==> src/rtl/router_port_arbiter.sv <==
`default_nettype none
// ============================================================================
// router_port_arbiter : per-output wormhole round-robin arbiter with watchdog
// Revision: 1.0
// ============================================================================
module router_port_arbiter #(
    parameter int N_PORTS   = 5,
    parameter int MAX_BEATS = 256
) (
    input  logic                       clk_i,
    input  logic                       rst_i,
    input  logic [N_PORTS-1:0]         req_i,
    input  logic [N_PORTS-1:0]         last_i,
    input  logic                       out_tready_i,
    output logic [N_PORTS-1:0]         grant_o,
    output logic [$clog2(N_PORTS)-1:0] grant_idx_o,
    output logic                       locked_o,
    output logic                       pkt_done_o,
    output logic                       timeout_o
);

    localparam int C_IDX_W  = $clog2(N_PORTS);
    localparam int C_BEAT_W = $clog2(MAX_BEATS + 1);

    typedef enum logic [0:0] {
        S_IDLE   = 1'b0,
        S_LOCKED = 1'b1
    } state_t;

    state_t               r_state;
    state_t               w_state;
    logic [N_PORTS-1:0]   r_grant;
    logic [N_PORTS-1:0]   w_grant;
    logic [C_IDX_W-1:0]   r_grant_idx;
    logic [C_IDX_W-1:0]   w_grant_idx;
    logic [C_IDX_W-1:0]   r_ptr;
    logic [C_IDX_W-1:0]   w_ptr;
    logic [C_BEAT_W-1:0]  r_beats;
    logic [C_BEAT_W-1:0]  w_beats;
    logic [C_BEAT_W-1:0]  w_beats_inc;
    logic                 r_pkt_done;
    logic                 w_pkt_done;
    logic                 r_timeout;
    logic                 w_timeout;
    logic [C_IDX_W-1:0]   w_sel_idx;
    logic                 w_xfer;
    logic                 w_last;

    always_ff @(posedge clk_i) begin
        if (rst_i) begin
            r_state     <= S_IDLE;
            r_grant     <= '0;
            r_grant_idx <= '0;
            r_ptr       <= C_IDX_W'(N_PORTS - 1);
            r_beats     <= '0;
            r_pkt_done  <= 1'b0;
            r_timeout   <= 1'b0;
        end else begin
            r_state     <= w_state;
            r_grant     <= w_grant;
            r_grant_idx <= w_grant_idx;
            r_ptr       <= w_ptr;
            r_beats     <= w_beats;
            r_pkt_done  <= w_pkt_done;
            r_timeout   <= w_timeout;
        end
    end

    always_comb begin
        // Scan farthest-to-nearest from ptr so the nearest requester is written last and wins.
        w_sel_idx = r_ptr;
        for (int i = N_PORTS; i >= 1; i--) begin
            int j;
            j = int'(r_ptr) + i;
            if (j >= N_PORTS) begin
                j = j - N_PORTS;
            end
            if (req_i[j]) begin
                w_sel_idx = C_IDX_W'(j);
            end
        end

        w_xfer      = req_i[r_grant_idx] & out_tready_i;
        w_last      = last_i[r_grant_idx];
        w_beats_inc = r_beats + C_BEAT_W'(1);

        w_state     = r_state;
        w_grant     = r_grant;
        w_grant_idx = r_grant_idx;
        w_ptr       = r_ptr;
        w_beats     = r_beats;
        w_pkt_done  = 1'b0;
        w_timeout   = 1'b0;

        case (r_state)
            S_IDLE: begin
                if (|req_i) begin
                    w_state              = S_LOCKED;
                    w_grant              = '0;
                    w_grant[w_sel_idx]   = 1'b1;
                    w_grant_idx          = w_sel_idx;
                end
            end
            S_LOCKED: begin
                if (w_xfer) begin
                    w_beats = w_beats_inc;
                    // A real TLAST takes precedence over the watchdog on the same beat.
                    if (w_last || (w_beats_inc == C_BEAT_W'(MAX_BEATS))) begin
                        w_pkt_done = w_last;
                        w_timeout  = ~w_last;
                        w_state    = S_IDLE;
                        w_grant    = '0;
                        w_ptr      = r_grant_idx;
                        w_beats    = '0;
                    end
                end
            end
            default: begin
                w_state = S_IDLE;
                w_grant = '0;
            end
        endcase
    end

    assign grant_o     = r_grant;
    assign grant_idx_o = r_grant_idx;
    assign locked_o    = (r_state == S_LOCKED);
    assign pkt_done_o  = r_pkt_done;
    assign timeout_o   = r_timeout;

endmodule
`default_nettype wire

==> config.mk <==
export PLATFORM = sky130hd
export DESIGN_NAME = router_port_arbiter
export DESIGN_NICKNAME = d
export VERILOG_FILES = /design/src/rtl/router_port_arbiter.sv
export SDC_FILE = /design/constraint.sdc
export NUM_CORES = 1
export LEC_CHECK = 0
export ABC_AREA = 1
export CELL_PAD_IN_SITES_DETAIL_PLACEMENT = 1
export CELL_PAD_IN_SITES_GLOBAL_PLACEMENT = 1
export CORE_MARGIN = 4
export CORE_UTILIZATION = 30
export CTS_CLUSTER_DIAMETER = 100
export DETAILED_ROUTE_END_ITERATION = 12
export HOLD_SLACK_MARGIN = 0.08
export PLACE_DENSITY = 0.73
export SKIP_LAST_GASP = 1
export SYNTH_ARGS = -nofsm -noshare
export SYNTH_HDL_FRONTEND = slang
export SYNTH_SLANG_ARGS = --single-unit
==> constraint.sdc <==
create_clock -name clk_i -period 5.2 [get_ports clk_i]
set_input_delay 1.56 -clock clk_i [delete_from_list [all_inputs] [get_ports clk_i]]
set_output_delay 1.56 -clock clk_i [all_outputs]
set_load 0.005 [all_outputs]
After elaboration in Yosys (flattened, before gate mapping)
Index checks and enable logic that the tools add are counted.
{ "totals": {"regBits": 23, "latchBits": 0, "ram_bits": 0, "romBits": 0, "in_bits": 13, "out_inout_bits": 11, "wordCells": 88, "mem_count": 0} }
{ "op_classes": {"n_addsub": 11, "mul": 0, "n_div": 0, "n_lt_le_gt_ge": 13, "eq_ne": 4, "shift": 0, "n_mux": 40, "bitwise": 5, "reduce_logical": 8} }
{ "op_table": {"columns": ["operator", "count"], "rows": [
  ["$lt A32 B5 Y1 const B", 5],
  ["$mux W32", 5],
  ["$sub A4 B3 Y5 const B", 5],
  ["$bmux W1 S3", 7],
  ["$ge A4 B3 Y1 const B", 5],
  ["$mux W1", 16],
  ["$mux W3", 5],
  ["$mux W5", 3],
  ["$pmux W5 S2", 1],
  ["$add A9 B1 Y9 const B", 1],
  ["$eq A9 B9 Y1 const B", 1],
  ["$mux W9", 1],
  ["$add A3 B2 Y4 const B", 2],
  ["$add A3 B3 Y4 const B", 2],
  ["$lt A3 B4 Y1 const B", 2],
  ["$reduce_and A3 Y1", 2],
  ["$reduce_or A5 Y1", 1],
  ["$add A3 B1 Y4 const B", 1],
  ["$ne A2 B1 Y1 const B", 2],
  ["$not A1 Y1", 4],
  ["$reduce_and A2 Y1", 2],
  ["$reduce_or A4 Y1", 1],
  ["$demux W1 S3", 1],
  ["$ge A3 B1 Y1 const B", 1],
  ["5 further kinds", 5]
]} }

Logic depth before layout (Yosys ltp)
Gate-level depths: netlist of run 1.
{ "logic_depth": {"word_depth": 17, "mapped_depth": 22, "ltp_nobuf": 22} }

Worst setup path before layout of run 1
No wires, ideal clock.
{ "synth_timing": {"kind": "in2reg", "from": "input req_i[1]", "to": "register r_ptr[1]", "arrival_ns": 2.681, "t_required_ns": 5.068, "slack_ns": 2.387, "path_stages": 11, "n_path_buf": 0, "path_cell_list": "inv_1 a21oi_1 o21ai_0 nand2_1 nand2_1 o41ai_1 nand3_1 a21oi_1 nor2_1 clkinv_1 o22ai_1"} }
{ "synth_between": {"elab_chain_len": 4} }
{ "synth_rtl": {"columns": ["element", "line", "rtl"], "rows": [
  ["from (decl)", "12", "input logic [N_PORTS-1:0] req_i,"],
  ["$bmux W1 S3", "83", "w_xfer = req_i[r_grant_idx] & out_tready_i;"],
  ["$mux W1 (not written as such)", "83", null],
  ["$and A1 B1 Y1", "83", null],
  ["$reduce_and A3 Y1 (no source line)", null, null],
  ["to (signal assigned)", "54", "r_ptr <= C_IDX_W'(N_PORTS - 1);"],
  ["to (signal assigned)", "62", "r_ptr <= w_ptr;"],
  ["to (decl)", "36", "logic [C_IDX_W-1:0] r_ptr;"]
]} }
Every way passes these cells. The select of a mux whose other input is x is not followed.
A chain may end at the register's enable or synchronous reset.

Worst setup path after layout of run 1
Same ends and word-level chain as after synthesis.

==> results.py, run 1 <==
metrics = {
    "outcome": {
        "status": "finished clean",
    },
    "drt": {
        "first_iter_violations": 63,
        "drt_first_pass_iters": 4,
        "wl_microns": 6420,
        "via_per_inst": 4.87,
        "drc": 0,
        "ant_nets": 0,
        "wl_per_cell_microns": 14.2,
        "vias": 2205,
    },
    "yosys": {
        "yosys.area.top_type": "dfxtp_1",
        "ys_seq_area_share_pct": 21.1,
        "ys_seq_elements": 23,
        "synthCells": 334,
        "yosysTopAreaCellShare_pct": 21.1,
        "yosys_warnings": 0,
        "synth.distinct_cells": 41,
        "synth_area_leaders": "dfxtp_1 (21%), nand2_1 (14%), nand3_1 (8.5%)",
        "syn_area_per_cell_sq_um": 6.55,
        "syn_nets": 360,
        "syn_area_sq_mm": 0.00219,
    },
    "cts": {
        "cts_max_level": 1,
        "cts_tree": "built",
        "ctsResizeCount": 0,
        "max-clock-path-buffers": 2,
        "clkSlewWorstSetupHoldPaths_ps": 80,
        "cts_inserted_buffers": 3,
        "cts_sinks": 23,
        "holdBufCountCts": 0,
        "clk-insertion-delay-late_ps": 270,
        "post_cts_buffers": 0,
        "cts_root_buffer": "clkbuf_8",
    },
    "timing": {
        "skew_ps": 5.33,
        "finalSetupViolCount": 0,
        "fin_setup_tns_ps": 0,
        "slew_headroom_pct": 64.0,
        "finalHoldWorstSlack_ps": 477,
        "rsz0062_at_grt": "false",
        "finalCritPeriodShare_pct": 67.6,
        "fmax_mhz": 284,
        "hold_violations": 0,
        "worst_pin_slew_ps": 538,
        "period_minus_slack_ps": 3520,
        "slew_viol_final": 0,
    },
    "floorplan": {
        "fp-row-count": 30,
        "die_h_microns": 93.4,
        "core-area_sq_mm": 0.00694,
        "dieWidth_microns": 93.4,
        "dieArea_sq_mm": 0.00872,
        "start_util_pct": 31.5,
        "io-pin-count": 24,
    },
    "placed_design": {
        "gp_congestion": 0.857,
        "portBuffers": 23,
        "dp_hpwl_microns": 5230,
    },
    "setup_path": {
        "arrival_ps": 3660,
        "end_kind": "register",
        "cp_data_required_time_ps": 5350,
        "start_kind": "input port",
        "path_max_fanout": 10,
        "crit_type": "input port to register",
    },
    "power_and_ir_drop": {
        "leakagePower_nw": 1.17,
        "p_switching_mw": 0.268,
        "clkPwrFrac_pct": 18.1,
        "pwr-share-comb_pct": 47.5,
        "sw_frac_of_total_pct": 42.4,
        "p_seq_share_pct": 34.4,
        "p_int_mw": 0.364,
        "vdd_drop_max_uv": 89.2,
        "power_density_mw_per_mm2": 248,
    },
    "job": {
        "maxCapViolations": 0,
    },
    "layout": {
        "layout.nets": 384,
        "diodes": 0,
        "area_delta_synth_final_pct": 16.6,
        "layout-drive-gt1-share_pct": 13.2,
    },
    "global_route": {
        "grt_pass1_wl_microns": 11000,
        "grt.total_usage_pct": 15.8,
        "grt-ovfl-total": 0,
        "antenna_found_initial": 0,
        "grt_max_degree": 17,
        "grt_pass1_vias": 2294,
    },
    "hold_path": {
        "hp-class": "register to register",
    },
}
## cell usage after synthesis
cell	number
inv_4	1
a21oi_2	7
or2_2	1
nand2_1	82
nand3_2	3
o211ai_2	2
or2_1	1
clkinv_1	3
nand3_4	2
o22ai_1	2
buf_4	1
a21oi_1	13
o21ai_0	6
xor2_1	7
nor2_1	25
nand3b_1	1
buf_2	1
o41ai_1	1
a31oi_1	1
xor2_2	2
nand4_2	1
buf_6	2
o21ai_2	3
xnor2_1	4
a21oi_4	1
a22oi_1	2
a211oi_1	4
dfxtp_1	23
nand2_4	4
nand2_2	8
nor2_2	1
o211ai_1	2
nand3_1	37
nor3_1	2
ha_1	13
nand4_1	8
inv_2	7
o21ai_1	4
a221o_1	1
buf_1	1
inv_1	44
## metrics by stage
step	power (mW)	utilization (%)	std cells	area, sq um	setup slack, ps
3_3_place_gp	0.516	36.1	449	2510	1550
3_5_place_dp	0.524	36.1	449	2510	1430
6_report	0.632	36.7	453	2550	1680
4_1_cts	0.643	36.7	453	2550	1690
2_1_floorplan	0.430	-	334	2190	2390
5_1_grt	0.692	36.7	453	2550	1390
## cell type report
type | count | area [sq um]
clock buffer | 4 | 45.0
fill | 911 | 4390
inverter | 55 | 209
multi-input combinational | 251 | 1480
sequential | 23 | 460
tap | 96 | 120
timing repair buffer | 24 | 238
## metal layers
layer / vias up / part of all wire, % / track usage, %
met5: - / 0 / 0
met4: 0 / 0.98 / 3.05
met3: 7 / 3.3 / 2.74
met2: 25 / 47 / 25.9
met1: 1048 / 49 / 21.7
li1: 1125 / - / -
## kinds of logic after synthesis
logic type                 after synthesis  share of synthesized area, %
AOI/OAI and AO/OA                       49                          15.6
xor gates and xnor gates                13                          5.89
adders and majority gates               13                          7.44
buffers and inverters                   60                          11.3
DFF                                     23                          21.1
and+or+nand+nor                        176                          38.7
## sequential cells by signal, summed over array words and instances, names as in the netlist
| name | flops |
|---|---|
| grant_idx_o | 3 |
| pkt_done_o | 1 |
| r_beats | 9 |
| grant_o | 5 |
| r_ptr | 3 |
| timeout_o | 1 |
| locked_o | 1 |
## cell usage in the layout, fill, tap and decap left out, types with 8 or more instances in the layout
master           netlist  final
a21oi_1               13     13
nand2_1               82     82
dfxtp_1               23     23
ha_1                  13     13
inv_1                 44     44
nand2_2                8      8
nor2_1                25     25
nand3_1               37     37
nand4_1                8      8
clkdlybuf4s50_1        0     23
## power by group through the flow
stage                     Sequential, mW  Clock (mW)  Combinational (mW)
final                              0.217       0.115               0.300
after global routing               0.220       0.128               0.344
after CTS                          0.217       0.121               0.304
after detailed placement           0.221           0               0.302
after global placement             0.220           0               0.296
after floorplan                    0.214           0               0.216
## worst max-delay path: stages
cell	delay (ps)
clkdlybuf4s50_1	520
inv_1	120
a21oi_1	140
o21ai_0	110
nand2_1	90
nand2_1	50
o41ai_1	70
nand3_1	280
a21oi_1	310
nor2_1	110
clkinv_1	220
o22ai_1	90
## final timing paths
kind / cells past startpoint / startpoint / endpoint / slack, ps
setup reg to reg: 16 / r_ptr[1]$_SDFFE_PP0P_ / grant_o[2]$_SDFFE_PP0P_ / 2010
setup / recovery: 12 / req_i[1] / r_ptr[1]$_SDFFE_PP0P_ / 1680
hold / removal: 2 / grant_o[4]$_SDFFE_PP0P_ / grant_o[4]$_SDFFE_PP0P_ / 480
hold reg to reg: 2 / grant_o[4]$_SDFFE_PP0P_ / grant_o[4]$_SDFFE_PP0P_ / 480
(Power assumes the default switching activity.)
==> run 2: changes to the inputs <==
PLACE_DENSITY = 0.75   (was 0.73)
clock period = 3.1 ns   (was 5.2 ns; I/O delays follow)
==> run 2 against run 1 <==
Against the previous run: utilization increased by 0.88 points; worst hold slack gained 3.6 ps; final cell count grew 1.8%; flip-flop and latch count unchanged; via count grew 1.4%; design area up 2.4%.
==> results.py, run 2 (same netlist as run 1, synthesis figures left out) <==
metrics = {
    "timing": {
        "finalCritPeriodShare_pct": 91.1,
        "fmax_mhz": 354,
        "slew_headroom_pct": 69.0,
        "rsz0062_at_grt": "false",
        "fin_setup_tns_ps": 0,
        "finalSetupViolCount": 0,
        "worst_pin_slew_ps": 463,
        "slew_viol_final": 0,
        "period_minus_slack_ps": 2820,
        "skew_ps": 10.8,
        "finalHoldWorstSlack_ps": 480,
        "hold_violations": 0,
    },
    "drt": {
        "wl_microns": 6540,
        "ant_nets": 0,
        "drt_first_pass_iters": 6,
        "wl_per_cell_microns": 14.2,
        "via_per_inst": 4.85,
        "drc": 0,
        "first_iter_violations": 103,
        "vias": 2235,
    },
    "setup_path": {
        "arrival_ps": 2980,
        "crit_chain": "clkdlybuf4s50_1, inv_1, o41ai_1, nand3_1, a21oi_1, nor2_1, clkinv_1, o22ai_1",
        "cp.depth": 8,
        "slowest_delay_ps": 670,
        "cpMaxStageDelayCell": "clkdlybuf4s50_1",
        "critPathBufInv": 3,
        "crit_family": "buffers and inverters",
        "end_kind": "register",
        "path_max_fanout": 10,
        "ff2ff_path_depth": 21,
        "start_kind": "input port",
        "crit_type": "input port to register",
        "cp_data_required_time_ps": 3250,
    },
    "hold_path": {
        "hp-class": "register to register",
        "holdPathStages": 2,
    },
    "layout": {
        "diodes": 0,
        "final_common_cell": "nand2_1",
        "multi_input_area_sq_mm": 0.00148,
        "fin_cells": 461,
        "area_delta_synth_final_pct": 19.5,
        "fillerInstances": 925,
        "fin_area_sq_mm": 0.00261,
        "top_register": "r_beats",
        "layout.nets": 392,
        "final_cell_mix": "nand2_1 (82), inv_1 (44), nand3_1 (37)",
        "fin_util_pct": 37.6,
        "layout-drive-gt1-share_pct": 15.3,
        "largest_reg_flops": 9,
        "seq_area_sq_um": 460,
    },
    "cts": {
        "cts_root_buffer": "clkbuf_8",
        "post_cts_buffers": 0,
        "cts_max_level": 1,
        "holdBufCountCts": 0,
        "cts_inserted_buffers": 3,
        "ctsResizeCount": 0,
        "cts_sinks": 23,
        "cts_tree": "built",
        "clk-insertion-delay-late_ps": 270,
        "clkSlewWorstSetupHoldPaths_ps": 90,
        "max-clock-path-buffers": 2,
    },
    "global_route": {
        "grt-ovfl-total": 0,
        "antenna_found_initial": 0,
        "grt_pass1_wl_microns": 10800,
        "grt_pass1_vias": 2266,
        "grt.total_usage_pct": 15.2,
        "grt_max_degree": 16,
    },
    "floorplan": {
        "dieArea_sq_mm": 0.00872,
        "io-pin-count": 24,
        "dieWidth_microns": 93.4,
        "fp-row-count": 30,
        "die_h_microns": 93.4,
        "core-area_sq_mm": 0.00694,
        "start_util_pct": 31.5,
    },
    "power_and_ir_drop": {
        "leakagePower_nw": 1.21,
        "vdd_drop_max_uv": 151,
        "power_density_mw_per_mm2": 412,
    },
    "placed_design": {
        "placedInstanceArea_sq_mm": 0.00257,
        "dp_hpwl_microns": 5360,
        "gp_congestion": 0.866,
        "portBuffers": 23,
        "dp_cells": 457,
    },
    "outcome": {
        "status": "finished clean",
    },
    "job": {
        "maxCapViolations": 0,
    },
}
==> run 2: cell types whose count changed in the layout (fill, tap and decap cells not counted) <==
cell,delta
clkbuf_1,-1
clkinv_2,+1
buf_4,+8
==> run 2: path summary, 6_finish.rpt <==
kind                                start  slack (ps)                      end
hold reg to reg   grant_o[4]$_SDFFE_PP0P_         480  grant_o[4]$_SDFFE_PP0P_
setup / recovery                 req_i[4]         280    r_ptr[1]$_SDFFE_PP0P_
hold / removal    grant_o[4]$_SDFFE_PP0P_         480  grant_o[4]$_SDFFE_PP0P_
setup reg to reg    r_ptr[1]$_SDFFE_PP0P_         460  grant_o[2]$_SDFFE_PP0P_
==> run 2: metal layers <==
metal	GRT usage, %	vias to the layer above	share of wire, %
li1	-	1137	-
met1	20.3	1061	49
met3	2.41	8	2.4
met2	25.9	29	47
met4	2.81	0	1.3
met5	0	-	0
==> run 2: worst min-delay path: cells and delay by family (launching register included) <==
kind	cells	cell delay (ps)
compound gates	1	60
simple gates	1	60
flops	1	320
==> run 2: area by class of cell <==
class | instances | area share [%]
clock buffers | 3 | 1.58
clock inverters | 1 | 0.192
inverters | 55 | 8.00
multi-input cells | 251 | 56.6
flip-flops and latches | 23 | 17.6
well taps | 96 | 4.60
repair buffers | 32 | 11.4
==> run 2: report_power, final <==
group          leakage (nW)  internal, mW  switching (mW)
logic                 0.996         0.201           0.320
clock network        0.0255        0.0900           0.106
registers             0.188         0.327          0.0336
total                  1.21         0.617           0.460
==> run 2: per-stage QoR <==
| stage | power (mW) | worst slack, ps |
|---|---|---|
| final | 1.08 | 276 |
| after global routing | 1.17 | 98.5 |
| after CTS | 1.09 | 305 |
| after detailed placement | 0.889 | 54.1 |
| after global placement | 0.873 | 183 |
| after floorplan | 0.721 | 634 |
==> run 3: changes to the inputs <==
CTS_BUF_LIST = sky130_fd_sc_hd__clkbuf_4   (was default)
CTS_CLUSTER_SIZE = 40   (was default)
RECOVER_POWER = 25   (was default)
==> run 3 against run 2 <==
Against the previous run: first-iteration DRC count up 11%; fmax increased by 4.4%; via count grew 1.2%; critical path depth did not move; total power shrank 5.0%; critical endpoint unchanged; largest cell class unchanged; largest power group unchanged.
==> results.py, run 3 (same netlist as run 1, synthesis figures left out) <==
metrics = {
    "layout": {
        "diodes": 0,
        "largest_reg_flops": 9,
        "final_cell_mix": "nand2_1 (82), inv_1 (44), nand3_1 (37)",
        "top_register": "r_beats",
        "final_common_cell": "nand2_1",
        "layout.nets": 392,
        "fin_cells": 461,
        "layout-drive-gt1-share_pct": 15.3,
        "fin_area_sq_mm": 0.00259,
        "area_delta_synth_final_pct": 18.6,
    },
    "timing": {
        "rsz0062_at_grt": "false",
        "worst_pin_slew_ps": 460,
        "finalSetupViolCount": 0,
        "slew_viol_final": 0,
        "fin_setup_tns_ps": 0,
        "slew_headroom_pct": 69.2,
        "skew_ps": 9.75,
        "fmax_mhz": 370,
        "layout_setup_ws_ps": 394,
        "finalHoldWorstSlack_ps": 483,
        "hold_violations": 0,
        "finalCritPeriodShare_pct": 87.3,
        "period_minus_slack_ps": 2710,
    },
    "cts": {
        "clkSlewWorstSetupHoldPaths_ps": 140,
        "cts_tree": "built",
        "cts_sinks": 23,
        "post_cts_buffers": 0,
        "ctsResizeCount": 0,
        "cts_root_buffer": "clkbuf_4",
        "holdBufCountCts": 0,
        "clk-insertion-delay-late_ps": 320,
        "cts_max_level": 1,
        "cts_inserted_buffers": 3,
        "max-clock-path-buffers": 2,
    },
    "drt": {
        "vias": 2261,
        "first_iter_violations": 114,
        "via_per_inst": 4.90,
        "drt_first_pass_iters": 4,
        "wl_microns": 6530,
        "ant_nets": 0,
        "drc": 0,
        "wl_per_cell_microns": 14.2,
    },
    "placed_design": {
        "place_ws_ps": 54.1,
        "portBuffers": 23,
        "dp_hpwl_microns": 5360,
        "placedInstanceArea_sq_mm": 0.00257,
        "gp_congestion": 0.866,
        "dp_cells": 457,
    },
    "power_and_ir_drop": {
        "pwr-share-comb_pct": 50.5,
        "p_int_mw": 0.571,
        "power_density_mw_per_mm2": 395,
        "vdd_drop_max_uv": 217,
        "p_switching_mw": 0.452,
        "sw_frac_of_total_pct": 44.2,
        "clkPwrFrac_pct": 14.3,
        "leakagePower_nw": 1.22,
        "p_seq_share_pct": 35.2,
    },
    "setup_path": {
        "path_max_fanout": 10,
        "start_kind": "input port",
        "crit_family": "buffers and inverters",
        "cpMaxStageDelayCell": "clkdlybuf4s50_1",
        "end_kind": "register",
        "arrival_ps": 2920,
        "crit_chain": "clkdlybuf4s50_1, inv_1, o41ai_1, nand3_1, a21oi_1, nor2_1, clkinv_1, o22ai_1",
        "cp_data_required_time_ps": 3310,
        "cp.depth": 8,
        "critPathBufInv": 3,
        "crit_type": "input port to register",
        "ff2ff_path_depth": 21,
        "slowest_delay_ps": 670,
    },
    "floorplan": {
        "die_h_microns": 93.4,
        "dieWidth_microns": 93.4,
        "dieArea_sq_mm": 0.00872,
        "core-area_sq_mm": 0.00694,
        "fp-row-count": 30,
        "io-pin-count": 24,
        "start_util_pct": 31.5,
    },
    "global_route": {
        "grt_pass1_wl_microns": 10800,
        "grt_pass1_vias": 2275,
        "grt.total_usage_pct": 15.1,
        "grt-ovfl-total": 0,
        "grt_max_degree": 16,
        "antenna_found_initial": 0,
    },
    "job": {
        "maxCapViolations": 0,
    },
    "outcome": {
        "status": "finished clean",
    },
    "hold_path": {
        "holdPathStages": 2,
        "hp-class": "register to register",
    },
}
==> run 3: cell count changes in the layout (fill, tap and decap cells not counted), sizes merged <==
cell / previous run / this run
clkdlybuf4s50: 23 / 15
dlygate4sd3: 0 / 8
==> run 3: cell type report <==
cell class              instances  area, sq um
flip-flops and latches         23          460
well taps                      96          120
inverters                      55          209
clock inverters                 1         5.00
clock buffers                   3         22.5
repair buffers                 32          298
fillers                       927         4350
multi-input cells             251         1480
==> run 3: final timing paths <==
| path | slack (ps) | endpoint | from |
|---|---|---|---|
| setup / recovery | 390 | r_ptr[1]$_SDFFE_PP0P_ | req_i[4] |
| hold / removal | 480 | grant_o[4]$_SDFFE_PP0P_ | grant_o[4]$_SDFFE_PP0P_ |
| setup reg to reg | 440 | grant_o[2]$_SDFFE_PP0P_ | r_ptr[1]$_SDFFE_PP0P_ |
| hold reg to reg | 480 | grant_o[4]$_SDFFE_PP0P_ | grant_o[4]$_SDFFE_PP0P_ |
==> run 3: stage by stage <==
step	total power, mW	utilization [%]
2_1_floorplan	0.721	-
3_3_place_gp	0.873	37.0
3_5_place_dp	0.889	37.0
4_1_cts	1.04	37.4
5_1_grt	1.11	37.4
6_report	1.02	37.4
==> run 3: worst register-to-register path, cell delays in order (launching register included) <==
cell and delay, ps:
dfxtp_1 350, inv_1 230, ha_1 330, inv_2 140
nand3_4 90, nand2_4 90, nand2_4 80, nand2_4 80
nand2_1 80, nand2_1 110, nand2_1 60, nand2_1 50
nand3_1 100, nand3_1 110, nand3_1 80, nand2_1 90
nand2_1 60, nand2_2 80, nand2_2 70, nor2_2 100
nand2_1 90, a21oi_2 120
==> run 3: metal layers <==
layer | track usage [%] | wire length [microns] | up-vias
li1 | - | - | 1141
met1 | 20.2 | 3230 | 1081
met2 | 26.1 | 3070 | 31
met3 | 2.41 | 146 | 8
met4 | 2.08 | 81 | 0
met5 | 0 | 0 | -
==> run 3: power by group through the flow <==
| stage | Combinational (mW) | Clock [mW] | Sequential (mW) |
|---|---|---|---|
| finish | 0.517 | 0.147 | 0.360 |
| global route | 0.582 | 0.166 | 0.364 |
| CTS | 0.527 | 0.152 | 0.360 |
| detailed placement | 0.524 | 0 | 0.365 |
| global placement | 0.508 | 0 | 0.365 |
| floorplan | 0.362 | 0 | 0.359 |
